File: config.mk
export PLATFORM = sky130hd
export DESIGN_NAME = memory_arbiter
export DESIGN_NICKNAME = d
export VERILOG_FILES = /design/src/rtl/memory_arbiter.sv
export SDC_FILE = /design/constraint.sdc
export NUM_CORES = 1
export LEC_CHECK = 0
export BUFFER_PORTS_ARGS = -buffer_cell sky130_fd_sc_hd__buf_2
export CAP_MARGIN = 40
export CORE_AREA = 4 4 190 192
export CTS_CLUSTER_DIAMETER = 60
export DETAILED_ROUTE_END_ITERATION = 7
export DIE_AREA = 0 0 194 196
export REMOVE_ABC_BUFFERS = 1
export SLEW_MARGIN = 10
export SYNTH_ARGS = -nofsm -noshare
export SYNTH_HDL_FRONTEND = slang
export SYNTH_SLANG_ARGS = --single-unit
File: constraint.sdc
create_clock -name CLK -period 2.2 [get_ports CLK]
set_input_delay 0.22 -clock CLK [delete_from_list [all_inputs] [get_ports CLK]]
set_output_delay 0.22 -clock CLK [all_outputs]
set_load 0.005 [all_outputs]
File: src/rtl/memory_arbiter.sv
// Shared-RAM arbiter for CPUS icache/dcache pairs: registered round-robin grant
// with data priority, plus a one-cycle invalidate broadcast after every data write.
package cpu_types_pkg;
  typedef enum logic [1:0] {FREE, BUSY, ACCESS, ERROR} ramstate_t;
endpackage

module memory_arbiter
  import cpu_types_pkg::*;
#(
  parameter int CPUS = 2,
  parameter int AW   = 32,
  parameter int DW   = 32
) (
  input  logic                     CLK,
  input  logic                     nRST,
  input  logic [CPUS-1:0]          iREN,
  input  logic [CPUS-1:0][AW-1:0]  iaddr,
  input  logic [CPUS-1:0]          dREN,
  input  logic [CPUS-1:0]          dWEN,
  input  logic [CPUS-1:0][AW-1:0]  daddr,
  input  logic [CPUS-1:0][DW-1:0]  dstore,
  output logic [CPUS-1:0]          iwait,
  output logic [CPUS-1:0]          dwait,
  output logic [CPUS-1:0][DW-1:0]  iload,
  output logic [CPUS-1:0][DW-1:0]  dload,
  output logic [CPUS-1:0]          ccwait,
  output logic [CPUS-1:0]          ccinv,
  output logic [CPUS-1:0][AW-1:0]  ccsnoopaddr,
  input  ramstate_t                ramstate,
  input  logic [DW-1:0]            ramload,
  output logic                     ramREN,
  output logic                     ramWEN,
  output logic [AW-1:0]            ramaddr,
  output logic [DW-1:0]            ramstore
);

  localparam int GW = (CPUS > 1) ? $clog2(CPUS) : 1;

  typedef enum logic [1:0] {IDLE, XFER, INV} state_t;

  state_t        state, state_n;
  logic [GW-1:0] gcpu, gcpu_n;
  logic          gdata, gdata_n;
  logic          gwr, gwr_n;
  logic [GW-1:0] dptr, dptr_n;
  logic [GW-1:0] iptr, iptr_n;
  logic [AW-1:0] invaddr, invaddr_n;
  logic [AW-1:0] addr_q;
  logic [DW-1:0] store_q;

  logic [CPUS-1:0] dreq;
  logic [GW-1:0]   dsel, isel, gnext;
  logic            req_held, complete;
  logic [AW-1:0]   xfer_addr;

  // First requester at or after ptr, scanning upward modulo CPUS.
  function automatic logic [GW-1:0] rr_pick(input logic [CPUS-1:0] req,
                                             input logic [GW-1:0]   ptr);
    logic [GW-1:0] pick;
    int            idx;
    pick = '0;
    for (int i = CPUS - 1; i >= 0; i--) begin
      idx = (int'(ptr) + i) % CPUS;
      if (req[idx]) pick = GW'(idx);
    end
    return pick;
  endfunction

  always_comb begin
    dreq      = dREN | dWEN;
    dsel      = rr_pick(dreq, dptr);
    isel      = rr_pick(iREN, iptr);
    gnext     = (int'(gcpu) + 1 >= CPUS) ? '0 : GW'(int'(gcpu) + 1);
    req_held  = gdata ? dreq[gcpu] : iREN[gcpu];
    complete  = (state == XFER) && req_held && (ramstate == ACCESS);
    xfer_addr = gdata ? daddr[gcpu] : iaddr[gcpu];
  end

  // State and grant registers
  always_ff @(posedge CLK or negedge nRST) begin
    if (!nRST) begin
      state   <= IDLE;
      gcpu    <= '0;
      gdata   <= 1'b0;
      gwr     <= 1'b0;
      dptr    <= '0;
      iptr    <= '0;
      invaddr <= '0;
      addr_q  <= '0;
      store_q <= '0;
    end else begin
      state   <= state_n;
      gcpu    <= gcpu_n;
      gdata   <= gdata_n;
      gwr     <= gwr_n;
      dptr    <= dptr_n;
      iptr    <= iptr_n;
      invaddr <= invaddr_n;
      if (state == XFER) begin
        addr_q  <= xfer_addr;
        store_q <= dstore[gcpu];
      end
    end
  end

  // Next-state and next-grant logic
  always_comb begin
    state_n   = state;
    gcpu_n    = gcpu;
    gdata_n   = gdata;
    gwr_n     = gwr;
    dptr_n    = dptr;
    iptr_n    = iptr;
    invaddr_n = invaddr;
    unique case (state)
      IDLE: begin
        if (|dreq) begin
          gcpu_n  = dsel;
          gdata_n = 1'b1;
          gwr_n   = dWEN[dsel];
          state_n = XFER;
        end else if (|iREN) begin
          gcpu_n  = isel;
          gdata_n = 1'b0;
          gwr_n   = 1'b0;
          state_n = XFER;
        end
      end
      XFER: begin
        if (!req_held) begin
          state_n = IDLE;
        end else if (ramstate == ACCESS) begin
          if (gdata) dptr_n = gnext;
          else       iptr_n = gnext;
          if (gwr) begin
            invaddr_n = daddr[gcpu];
            state_n   = INV;
          end else begin
            state_n = IDLE;
          end
        end else if (ramstate == ERROR) begin
          state_n = IDLE;
        end
      end
      INV:     state_n = IDLE;
      default: state_n = IDLE;
    endcase
  end

  // Outputs; address/store are forwarded live during XFER and held otherwise
  always_comb begin
    iwait    = '1;
    dwait    = '1;
    ccinv    = '0;
    ramREN   = 1'b0;
    ramWEN   = 1'b0;
    ramaddr  = addr_q;
    ramstore = store_q;
    if (state == XFER) begin
      ramREN   = ~gwr;
      ramWEN   = gwr;
      ramaddr  = xfer_addr;
      ramstore = dstore[gcpu];
    end
    if (complete) begin
      if (gdata) dwait[gcpu] = 1'b0;
      else       iwait[gcpu] = 1'b0;
    end
    for (int j = 0; j < CPUS; j++) begin
      iload[j]       = ramload;
      dload[j]       = ramload;
      ccsnoopaddr[j] = invaddr;
      if (state == INV && GW'(j) != gcpu) ccinv[j] = 1'b1;
    end
    ccwait = ccinv;
  end

endmodule

Yosys cells after proc, flatten, opt, wreduce, memory -nomap -nowiden
Cells that the tools add are included.
{"block": "classes", "add_sub_neg": 3, "order_cmp": 8, "n_eq_ne": 6, "muxes": 53, "n_bitwise": 7, "reduce_logical": 14}
{"operator": "$mux 32", "n": 9}
{"operator": "$ge 32x3->1 const B", "n": 1}
{"operator": "$mux 1", "n": 32}
{"operator": "$mux 2", "n": 10}
{"operator": "$reduce_and 4->1", "n": 3}
{"operator": "$lt 1x2->1 const B", "n": 4}
{"operator": "$eq 2x2->1 const B", "n": 3}
{"operator": "$lt 2x3->1 const B", "n": 2}
{"operator": "$logic_and 1x1->1", "n": 5}
{"operator": "$ne 4x4->1 const B", "n": 1}
{"operator": "$pmux 2 s2", "n": 1}
{"operator": "$reduce_and 2->1", "n": 2}
{"operator": "$reduce_or 2->1", "n": 2}
{"operator": "$ne 3x3->1 const B", "n": 1}
{"operator": "$not 1->1", "n": 3}
{"operator": "$add 1x1->1 const B", "n": 2}
{"operator": "$add 1x1->2 const B", "n": 1}
{"operator": "$and 1x1->1 const A", "n": 2}
{"operator": "$eq 2x1->1 const B", "n": 1}
{"operator": "$logic_not 2->1", "n": 1}
{"operator": "$not 2->2", "n": 1}
{"operator": "$or 2x2->2", "n": 1}
{"operator": "$reduce_bool 2->1", "n": 1}
{"operator": "$demux 1 s1", "n": 1}
{"operator": "$ge 1x1->1 const B", "n": 1}
{"block": "totals", "reg_bits": 103, "in_bits": 234, "out_inout_bits": 266, "word_cells": 100}

Logic depth before layout (Yosys ltp)
Gate-level depths: netlist of the first run.
{"block": "depth", "depth_word": 10, "depth_mapped": 6, "depth_no_buf": 4}

Worst setup path after synthesis of the first run
Ideal clock, no wire load.
{"block": "synth_path", "path_kind": "register -> register", "startpoint": "register gcpu", "endpoint": "register invaddr[10]", "setup_ns": 0.125, "arrival_ns": 1.800, "required_time_ns": 2.075, "slack_ns": 0.275, "stages_incl_launch_ff": 7, "path_buffers": 3, "period_less_slack_ns": 1.925, "path_cell_list": "dfrtp_1 -> clkbuf_1 -> mux4_2 -> and3_4 -> buf_6 -> buf_12 -> mux2_4"}
{"block": "synth_via", "elab_chain_len": 4, "word_cells_on_any_way": 8, "cone_classes": "7 x mux; 1 x reduce/logical"}
{"item": "start, declared", "line": "42", "source": "logic [GW-1:0] gcpu, gcpu_n;"}
{"item": "start signal, assigned", "line": "93", "source": "gcpu <= gcpu_n;"}
{"item": "$mux 1 (not written as such) (2 in a row)", "line": "74", "source": "req_held = gdata ? dreq[gcpu] : iREN[gcpu];"}
{"item": "$mux 1", "line": "74"}
{"item": "$reduce_and 4->1 (no line)"}
{"item": "end signal, assigned", "line": "98", "source": "invaddr <= invaddr_n;"}
{"item": "end, declared", "line": "47", "source": "logic [AW-1:0] invaddr, invaddr_n;"}
Several ways; a longest one is shown, not always the timed one. The select of a mux whose other input is x is not followed.
A chain may end at the register's enable or synchronous reset.

Final worst setup path of the first run
{"block": "layout_path", "startpoint": "register gcpu", "endpoint": "output port ramaddr[7]"}
{"block": "layout_via", "elab_chain_len": 4, "word_cells_on_any_way": 6, "cone_classes": "6 x mux"}
{"item": "$mux 32 (not written as such) (2 in a row)", "line": "76", "source": "xfer_addr = gdata ? daddr[gcpu] : iaddr[gcpu];"}
{"item": "$mux 32 (*)", "line": "76"}
{"item": "$mux 32 (*)", "line": "159", "source": "if (state == XFER) begin"}
{"item": "end, declared", "line": "33", "source": "output logic [AW-1:0] ramaddr,"}
Every way passes the cells marked *; elsewhere a longest branch is shown, timed or not. The select of a mux whose other input is x is not followed.

==> results of run 1 <==
## through the flow
| stage | util (%) | instances |
|---|---|---|
| 2_1_floorplan | - | 466 |
| 3_3_place_gp | 22.26 | 1279 |
| 3_5_place_dp | 22.26 | 1279 |
| 4_1_cts | 24.00 | 1308 |
| 5_1_grt | 24.48 | 1317 |
| 6_report | 24.48 | 1317 |
## cells by family (layout without fill, tap and decap cells)
kind of cell | after synthesis | in the layout
AND/OR/NAND/NOR | 120 | 121
flip-flops | 103 | 103
multiplexers | 129 | 129
AO/OA/AOI/OAI | 111 | 111
buffers and inverters | 203 | 398
## layer usage
metal / up-vias / wire length [um]
met5: - / 108
met4: 6 / 254
met3: 23 / 3729
met2: 308 / 11310
met1: 2528 / 10640
li1: 2468 / -
## layout make-up
type,instances,share of cell area [%]
clock buffer,12,2.811
clock inverter,4,0.8328
inverter,3,0.1338
multi-input combinational,361,32.90
sequential,103,30.71
tap,455,6.767
timing repair buffer,379,25.85
## worst paths after layout
path | startpoint | slack (ns) | end
worst max-delay path | gcpu | -0.03 | ramaddr[7]
worst min-delay path | dstore[38] | 0.17 | store_q[6]
worst max register to register | gcpu | -0.03 | invaddr[0]
worst min register to register | addr_q[25] | 0.46 | addr_q[25]
max in group asynchronous | nRST | 1.51 | gcpu
min in group asynchronous | nRST | 0.38 | store_q[21]
## power by group
part           internal [uW]  switching (uW)  leakage [uW]
clock network            996             726      0.000151
logic                   3390            3370       0.00276
registers               2840             520       0.00125
total                   7220            4620       0.00416
## timing repair
action,4_1_cts,5_1_grt
buffers inserted,10,8
hold buffers,1,0
gates resized for setup,56,43
endpoints found under the hold margin,103,0
cloned,2,1
setup endpoints to repair,38,93
pin swaps,9,11
## state kept, by name, indices dropped and copies added (netlist names)
name     flops
gcpu         1
dptr         1
iptr         1
gwr          1
invaddr     32
addr_q      32
store_q     32
state        2
gdata        1
## worst max-delay path, delay by kind of cell, from the launching register on
family,cells,cell delay (ns)
buffers and inverters,4,0.62
AND/OR/NAND/NOR,1,0.15
AO/OA/AOI/OAI,2,0.21
multiplexers,1,0.14
flip-flops,1,0.51
## cell usage after synthesis, types with 2 or more instances
cell type	number
a21o_1	2
clkbuf_1	28
inv_1	3
mux2_4	29
nor2_1	37
nand2_1	66
nand2b_1	3
mux2i_1	64
mux2_2	35
dfrtp_1	103
buf_2	6
o21ai_0	68
a21oi_1	36
nand3_1	3
buf_4	162
buf_12	3
==> results.py, run 1 <==
metrics = {
    "timing": {
        "rsz0062_at_grt": "yes",
        "whs_ns": 0.1692,
        "hold_viol": 0,
        "finClkSkew_ns": 0.01005,
        "slew_headroom_pct": 48.82,
        "fin_setup_tns_ns": -0.09205,
        "setup_ws_ns": -0.03153,
        "max_clock_freq_ghz": 0.4481,
        "drv_slew": 0,
        "min_period_ns": 2.232,
        "finalCritPeriodShare_pct": 101.4,
        "tightest_slew_ns": 0.7677,
        "setup_viol": 11,
    },
    "worst_setup_path": {
        "worstSetupPathType": "flip-flop to output port",
        "critPathMostFrequentCell": "buf_12",
        "critPathLaunchType": "flip-flop",
        "slowest_stage": "dfrtp_4",
        "end_kind": "output port",
        "cp.arrival_ns": 2.01,
        "max_stage_delay_ns": 0.51,
        "critPathMaxFanout": 7,
        "cp.required_ns": 1.98,
        "cp_cell_sequence": "buf_12 -> buf_12 -> buf_6 -> mux2i_1 -> nor2_1 -> a21oi_2 -> o21ai_1 -> buf_2",
        "worstRegToRegCells": 4,
    },
    "logic_synthesis": {
        "synth_edf_count": 0,
        "synth_area_sq_um": 6588,
        "synth_warnings": 0,
        "async_reset_ff_share_pct": 100.0,
        "yosysSeqAreaShare_pct": 39.13,
        "syn_area_per_cell_sq_um": 9.891,
        "yosys.area_share.simple_pct": 7.673,
        "synth_mux_area_share_pct": 22.66,
        "yosys-top-cells-area": "dfrtp_1 39%, buf_4 18%, mux2i_1 9.7%",
        "synth_compound_area_share_pct": 8.775,
        "synth_adder_area_share_pct": 0,
        "synth_seq_cells": 103,
        "syn_inst": 666,
        "synth_cell_types": 34,
        "netlist.area_leader.share_pct": 39.13,
        "synth_top_family_by_area": "multiplexers",
        "synth_ff_type": "dfrtp_1",
        "yosysTopAreaCell": "dfrtp_1",
        "synth-xor-area-share_pct": 0,
    },
    "placed_design": {
        "hpwl_mm": 20.37,
        "post-place-ws_ns": 0.03950,
        "dpl-instance-area_sq_um": 7651,
        "port_buffers": 339,
        "gp_congestion": 0.8607,
    },
    "final_layout": {
        "diodes": 0,
        "fillers": 3726,
        "mostFrequentLayoutCells": "338 x buf_2, 100 x dfrtp_1, 66 x nand2_1, 64 x mux2i_1, 40 x mux2_4",
        "mostFrequentLayoutCell": "buf_2",
        "register_area_sq_um": 2584,
        "design_area_sq_um": 8413,
        "layout-drive-gt1-share_pct": 56.96,
        "area_growth_pct": 27.71,
        "finalNetCount": 1091,
        "multiInputGateArea_sq_um": 2768,
    },
    "hold_path": {
        "min_path_type": "input pin to flip-flop",
        "hold-path-cell-count": 3,
    },
    "global_route": {
        "grt_use_total_pct": 12.78,
        "grt_pass1_wl_mm": 35.81,
        "grt_pass1_vias": 5331,
        "grt_max_degree": 54,
        "met2_usage_pct": 18.56,
        "grt_busiest_layer": "met2",
        "antenna_found_initial": 1,
        "grt-ovfl-total": 0,
        "use_met1_pct": 15.10,
        "grt_util_met3_pct": 9.342,
    },
    "floorplanning": {
        "die_width_um": 194,
        "io-pin-count": 500,
        "fp.dieH_um": 196,
        "core-area_sq_um": 34370,
        "die-area_sq_um": 38020,
        "initial_core_util_pct": 19.16,
        "num_rows": 68,
    },
    "detailed_routing": {
        "via_per_inst": 4.049,
        "vias": 5333,
        "ant_nets": 0,
        "detail_route.wl_per_cell_um": 19.78,
        "drt_iter0_markers": 141,
        "drt_wl_total_mm": 26.05,
        "drcViolationCount": 0,
        "drt_first_pass_iters": 5,
    },
    "power_and_ir_drop": {
        "leakage_uw": 0.004160,
        "power.density_nw_per_um2": 1408,
        "finalPower_uw": 11840,
        "peakVddDrop_uv": 531.8,
    },
    "job": {
        "maxCapViolations": 0,
    },
    "status": {
        "failed_checks": "negative setup slack",
        "outcome": "finished, violations left",
    },
    "clock_network": {
        "cts_buffers": 9,
        "clk_latency_ns": 0.37,
        "clk_pin_slew_ns": 0.07,
        "cts_sinks": 103,
        "cts_max_level": 3,
        "clk_path_buf_depth": 2,
        "cts-root-buf": "clkbuf_16",
        "cts_tree": "done",
    },
}
Power figures use the tool's default switching activity.
==> run 2: changes to the inputs <==
--- a/config.mk
+++ b/config.mk
@@ -7,10 +7,13 @@
 export LEC_CHECK = 0
 export BUFFER_PORTS_ARGS = -buffer_cell sky130_fd_sc_hd__buf_2
 export CAP_MARGIN = 40
-export CORE_AREA = 4 4 190 192
+export CELL_PAD_IN_SITES_DETAIL_PLACEMENT = 1
+export CELL_PAD_IN_SITES_GLOBAL_PLACEMENT = 1
+export CORE_AREA = 4 4 194 196
 export CTS_CLUSTER_DIAMETER = 60
 export DETAILED_ROUTE_END_ITERATION = 7
-export DIE_AREA = 0 0 194 196
+export DIE_AREA = 0 0 198 200
+export PLACE_DENSITY_LB_ADDON = 0.1
 export REMOVE_ABC_BUFFERS = 1
 export SLEW_MARGIN = 10
 export SYNTH_ARGS = -nofsm -noshare
==> run 2 against run 1 <==
Net effect:
- the flow still finishes with violations (negative setup slack)
- critical path type is now flip-flop to flip-flop
- sequential power about the same
- maximum frequency up 0.19%
- combinational power up 4.1%
==> results.py, run 2 (synthesis results as in run 1) <==
metrics = {
    "worst_setup_path": {
        "r2r_start": "gcpu",
        "end_kind": "flip-flop",
        "worstRegToRegCells": 4,
        "cp.arrival_ns": 2.47,
        "r2r-end": "invaddr[10]",
        "cp.required_ns": 2.45,
        "critPathMaxFanout": 16,
        "worstSetupPathType": "flip-flop to flip-flop",
        "critPathLaunchType": "flip-flop",
        "ff2ff_setup_slack_ns": -0.03,
    },
    "power_and_ir_drop": {
        "power_frac_seq_pct": 27.8,
        "p_int_uw": 7205,
        "leakage_uw": 0.004128,
        "peakVddDrop_uv": 416.1,
        "p_switching_uw": 4864,
        "p_sw_share_pct": 40.30,
        "power.density_nw_per_um2": 1437,
        "power_frac_clock_pct": 13.9,
        "power_frac_comb_pct": 58.4,
    },
    "final_layout": {
        "area_growth_pct": 27.46,
        "layout-drive-gt1-share_pct": 55.35,
        "mostFrequentLayoutCell": "buf_2",
        "biggestRegsByFlops": "addr_q: 32 flops, invaddr: 32 flops, store_q: 32 flops",
        "finalNetCount": 1090,
        "design_area_sq_um": 8397,
        "mostFrequentLayoutCells": "338 x buf_2, 101 x dfrtp_1, 66 x nand2_1, 59 x mux2i_1, 59 x o21ai_1",
        "diodes": 0,
    },
    "floorplanning": {
        "fp.dieH_um": 200,
        "die_width_um": 198,
        "num_rows": 70,
        "initial_core_util_pct": 18.26,
        "die-area_sq_um": 39600,
        "core-area_sq_um": 36080,
        "io-pin-count": 500,
    },
    "clock_network": {
        "clk_path_buf_depth": 2,
        "cts_buffers": 9,
        "cts-root-buf": "clkbuf_16",
        "cts_tree": "done",
        "clk_latency_ns": 0.36,
        "cts_max_level": 3,
        "cts_sinks": 103,
        "clk_pin_slew_ns": 0.08,
    },
    "hold_path": {
        "hold-path-cell-count": 3,
        "min_to": "store_q[1]",
        "min_path_type": "input pin to flip-flop",
        "worstHoldStart": "dstore[33]",
    },
    "detailed_routing": {
        "ant_nets": 0,
        "drt_first_pass_iters": 4,
        "detail_route.wl_per_cell_um": 22.03,
        "vias": 5392,
        "drt_wl_total_mm": 29.25,
        "drcViolationCount": 0,
        "via_per_inst": 4.060,
        "drt_iter0_markers": 133,
    },
    "status": {
        "failed_checks": "negative setup slack",
        "outcome": "finished, violations left",
    },
    "timing": {
        "max_clock_freq_ghz": 0.4490,
        "finalCritPeriodShare_pct": 101.2,
        "finClkSkew_ns": 0.01176,
        "hold_viol": 0,
        "setup_ws_ns": -0.02731,
        "drv_slew": 0,
        "slew_headroom_pct": 49.62,
        "rsz0062_at_grt": "yes",
        "fin_setup_tns_ns": -0.2750,
        "setup_viol": 15,
        "tightest_slew_ns": 0.7557,
        "min_period_ns": 2.227,
    },
    "placed_design": {
        "hpwl_mm": 21.29,
        "gp_congestion": 0.7395,
        "port_buffers": 339,
        "dpl-instance-area_sq_um": 7657,
    },
    "global_route": {
        "grt_pass1_wl_mm": 39.63,
        "grt_busiest_layer": "met2",
        "grt_use_total_pct": 13.65,
        "grt_pass1_vias": 5697,
        "grt_util_met3_pct": 8.728,
        "use_met1_pct": 17.78,
        "antenna_found_initial": 0,
        "grt-ovfl-total": 0,
        "grt_max_degree": 104,
        "met2_usage_pct": 18.54,
    },
    "job": {
        "maxCapViolations": 0,
    },
}
==> run 2: changes by cell type in the layout (fill, tap and decap cells not counted), sizes merged <==
| cell | change |
|---|---|
| clkinv | -1 |
| clkinvlp | +2 |
| inv | +1 |
| bufbuf | +1 |
| bufinv | -1 |
| buf | -5 |
| and3 | +1 |
==> run 2: worst max-delay path by stage <==
stage / startpoint / endpoint / slack, ns / cells past startpoint
after CTS: gcpu / ramaddr[18] / -0.06 / 7
after detailed placement: gcpu / invaddr[31] / 0.10 / 3
after floorplan: gcpu / invaddr[0] / -2.39 / 3
final: gcpu / invaddr[10] / -0.03 / 4
after global routing: state[1] / iwait[1] / -0.10 / 5
after global placement: gcpu / invaddr[0] / 0.12 / 3
==> run 2: metrics by stage <==
step	power [uW]	hold WS, ns	worst slack [ns]	cells	utilization (%)
floorplan	6298	-0.07559	-2.393	466	-
global placement	9561	0.3629	0.1160	1289	21.22
detailed placement	9548	0.3706	0.1006	1289	21.22
CTS	11990	0.1746	-0.05715	1316	22.69
global route	13160	0.1767	-0.1004	1328	23.27
finish	12070	0.1699	-0.02731	1328	23.27
==> run 2: critical path, stage by stage, from the launching register on <==
cell and delay [ns]:
dfrtp_4 0.53, buf_4 0.16, mux4_2 0.39, and3_2 0.67, mux2_4 0.35
==> run 2: repair_timing <==
| item | CTS | global route |
|---|---|---|
| cloned | 5 | 3 |
| resized for setup | 32 | 69 |
| hold endpoints to repair | 76 | 0 |
| buffers inserted | 6 | 10 |
| endpoints found under the setup margin | 48 | 96 |
| pin swaps | 3 | 6 |
| hold buffers | 1 | 0 |
==> run 2: final cells by class <==
type,count,area [sq um]
clock buffer,10,229.0
clock inverter,5,58.81
fill,4216,27690
inverter,3,11.26
multi-input combinational,362,2699
sequential,103,2582
tap,468,585.6
timing repair buffer,377,2231
==> run 2: power by group through the flow <==
stage | sequential (uW) | clock, uW | combinational [uW]
2_1_floorplan | 3650 | 0 | 2650
3_3_place_gp | 3370 | 0 | 6190
3_5_place_dp | 3370 | 0 | 6180
4_1_cts | 3350 | 1800 | 6840
5_1_grt | 3470 | 1840 | 7850
6_report | 3350 | 1680 | 7040
==> run 2: layer usage <==
layer	wire length [um]	part of all wire (%)
met5	295	1.0
met2	11880	41
met4	302	1.0
met1	12810	44
met3	3970	14
==> run 3: changes to the inputs <==
--- a/config.mk
+++ b/config.mk
@@ -10,6 +10,7 @@
 export CELL_PAD_IN_SITES_DETAIL_PLACEMENT = 1
 export CELL_PAD_IN_SITES_GLOBAL_PLACEMENT = 1
 export CORE_AREA = 4 4 194 196
+export CTS_BUF_LIST = sky130_fd_sc_hd__clkbuf_16
 export CTS_CLUSTER_DIAMETER = 60
 export DETAILED_ROUTE_END_ITERATION = 7
 export DIE_AREA = 0 0 198 200
==> run 3 against run 2 <==
Net effect:
- the flow still finishes with violations (negative setup slack)
- routed wire length about the same
- utilization unchanged
- worst setup slack about the same
- flip-flop and latch count unchanged
- critical path depth unchanged
- non-clock buffer count unchanged
- sequential share of layout area unchanged
- final cell count unchanged
- via count unchanged
- combinational power about the same
- clock-buffer cell count decreased by 1
- worst hold slack about the same
- largest power group unchanged
==> results.py, run 3 (synthesis results as in run 1) <==
metrics = {
    "worst_setup_path": {
        "crit_family": "multiplexers",
        "worstSetupPathType": "flip-flop to flip-flop",
        "max_stage_delay_ns": 0.67,
        "cp.required_ns": 2.45,
        "slowest_stage": "and3_2",
        "cp.arrival_ns": 2.47,
        "end_kind": "flip-flop",
        "path_buf_inv": 1,
        "cp_cell_sequence": "buf_4 -> mux4_2 -> and3_2 -> mux2_4",
        "critPathMaxFanout": 16,
        "critPathLaunchType": "flip-flop",
    },
    "floorplanning": {
        "initial_core_util_pct": 18.26,
        "die_width_um": 198,
        "core-area_sq_um": 36080,
        "die-area_sq_um": 39600,
        "io-pin-count": 500,
        "fp.dieH_um": 200,
        "num_rows": 70,
    },
    "clock_network": {
        "cts_sinks": 103,
        "clk_path_buf_depth": 2,
        "cts_buffers": 9,
        "clk_pin_slew_ns": 0.08,
        "cts_max_level": 3,
        "clk_latency_ns": 0.36,
        "cts-root-buf": "clkbuf_16",
        "cts_tree": "done",
    },
    "global_route": {
        "antenna_found_initial": 0,
        "grt_pass1_wl_mm": 39.63,
        "grt_max_degree": 104,
        "grt_pass1_vias": 5697,
        "grt_use_total_pct": 13.65,
        "grt-ovfl-total": 0,
    },
    "final_layout": {
        "area_growth_pct": 27.46,
        "layout-drive-gt1-share_pct": 55.35,
        "final_cells": 1328,
        "biggestRegsByFlops": "addr_q: 32 flops, invaddr: 32 flops, store_q: 32 flops",
        "mostFrequentLayoutCells": "338 x buf_2, 101 x dfrtp_1, 66 x nand2_1, 59 x mux2i_1, 59 x o21ai_1",
        "design_area_sq_um": 8397,
        "finish.utilization_pct": 23.27,
        "mostFrequentLayoutCell": "buf_2",
        "diodes": 0,
        "finalNetCount": 1090,
        "fillers": 4216,
    },
    "timing": {
        "setup_ws_ns": -0.02731,
        "rsz0062_at_grt": "yes",
        "max_clock_freq_ghz": 0.4490,
        "min_period_ns": 2.227,
        "setup_viol": 15,
        "slew_headroom_pct": 49.62,
        "tightest_slew_ns": 0.7556,
        "finalCritPeriodShare_pct": 101.2,
        "drv_slew": 0,
        "hold_viol": 0,
        "finClkSkew_ns": 0.01176,
    },
    "power_and_ir_drop": {
        "power.density_nw_per_um2": 1437,
        "leakage_uw": 0.004132,
        "peakVddDrop_uv": 416.1,
    },
    "detailed_routing": {
        "drt_first_pass_iters": 4,
        "drt_iter0_markers": 134,
        "detail_route.wl_per_cell_um": 22.03,
        "drcViolationCount": 0,
        "via_per_inst": 4.060,
        "ant_nets": 0,
        "vias": 5392,
        "drt_wl_total_mm": 29.25,
    },
    "status": {
        "failed_checks": "negative setup slack",
        "outcome": "finished, violations left",
    },
    "job": {
        "maxCapViolations": 0,
    },
    "placed_design": {
        "post-place-cells": 1289,
        "gp_congestion": 0.7395,
        "dpl-instance-area_sq_um": 7657,
        "post-place-ws_ns": 0.1006,
        "hpwl_mm": 21.29,
        "port_buffers": 339,
    },
    "hold_path": {
        "min_path_type": "input pin to flip-flop",
    },
}
-- run 3: cell count changes in the layout (fill, tap and decap cells not counted), sizes merged --
cell / before / now
clkbuf: 12 / 11
inv: 4 / 5
-- run 3: area by class of cell --
cell class              instances  area, sq um  area share, %
clock buffers                   9        225.2          2.682
clock inverters                 6        62.56         0.7450
inverters                       3        11.26         0.1341
multi-input cells             362         2699          32.14
flip-flops and latches        103         2582          30.76
well taps                     468        585.6          6.974
repair buffers                377         2231          26.57
-- run 3: what timing repair did --
action | CTS | global route
hold buffers | 1 | 0
gates resized for setup | 32 | 69
cloned | 5 | 3
buffers inserted | 6 | 10
hold endpoints to repair | 76 | 0
pin swaps | 3 | 6
endpoints found under the setup margin | 48 | 96
-- run 3: power by group --
| group | total, uW | internal [uW] | switching [uW] |
|---|---|---|---|
| Sequential | 3350 | 2830 | 516 |
| Clock | 1670 | 877 | 794 |
| Combinational | 7040 | 3490 | 3550 |
| Total | 12100 | 7200 | 4860 |
-- run 3: stage by stage --
| step | power (uW) | hold WS, ns | TNS [ns] |
|---|---|---|---|
| 2_1_floorplan | 6298 | -0.07559 | -309.38 |
| 3_3_place_gp | 9561 | 0.3629 | 0 |
| 3_5_place_dp | 9548 | 0.3706 | 0 |
| 4_1_cts | 11990 | 0.1746 | -0.6842 |
| 5_1_grt | 13160 | 0.1764 | -3.696 |
| 6_report | 12060 | 0.1699 | -0.2757 |
-- run 3: final timing paths --
path	from	endpoint	slack (ns)	cells after the start
max	gcpu	invaddr[10]	-0.03	4
min	dstore[33]	store_q[1]	0.17	3
max reg2reg	gcpu	invaddr[10]	-0.03	4
min reg2reg	store_q[18]	store_q[18]	0.49	2
max in group asynchronous	nRST	gcpu	1.07	3
min in group asynchronous	nRST	store_q[20]	0.40	3
-- run 3: layer usage --
layer,part of all wire (%),routed length (um),up-vias,track usage [%]
met4,1.0,302,7,2.780
met5,1.0,295,-,5.615
met2,41,11880,324,18.54
met1,44,12810,2572,17.78
li1,-,-,2467,-
met3,14,3970,22,8.728
-- run 3: tightest hold or removal path, stage by stage --
cell and delay (ns):
buf_2 0.07, mux2i_1 0.06, o21ai_1 0.13
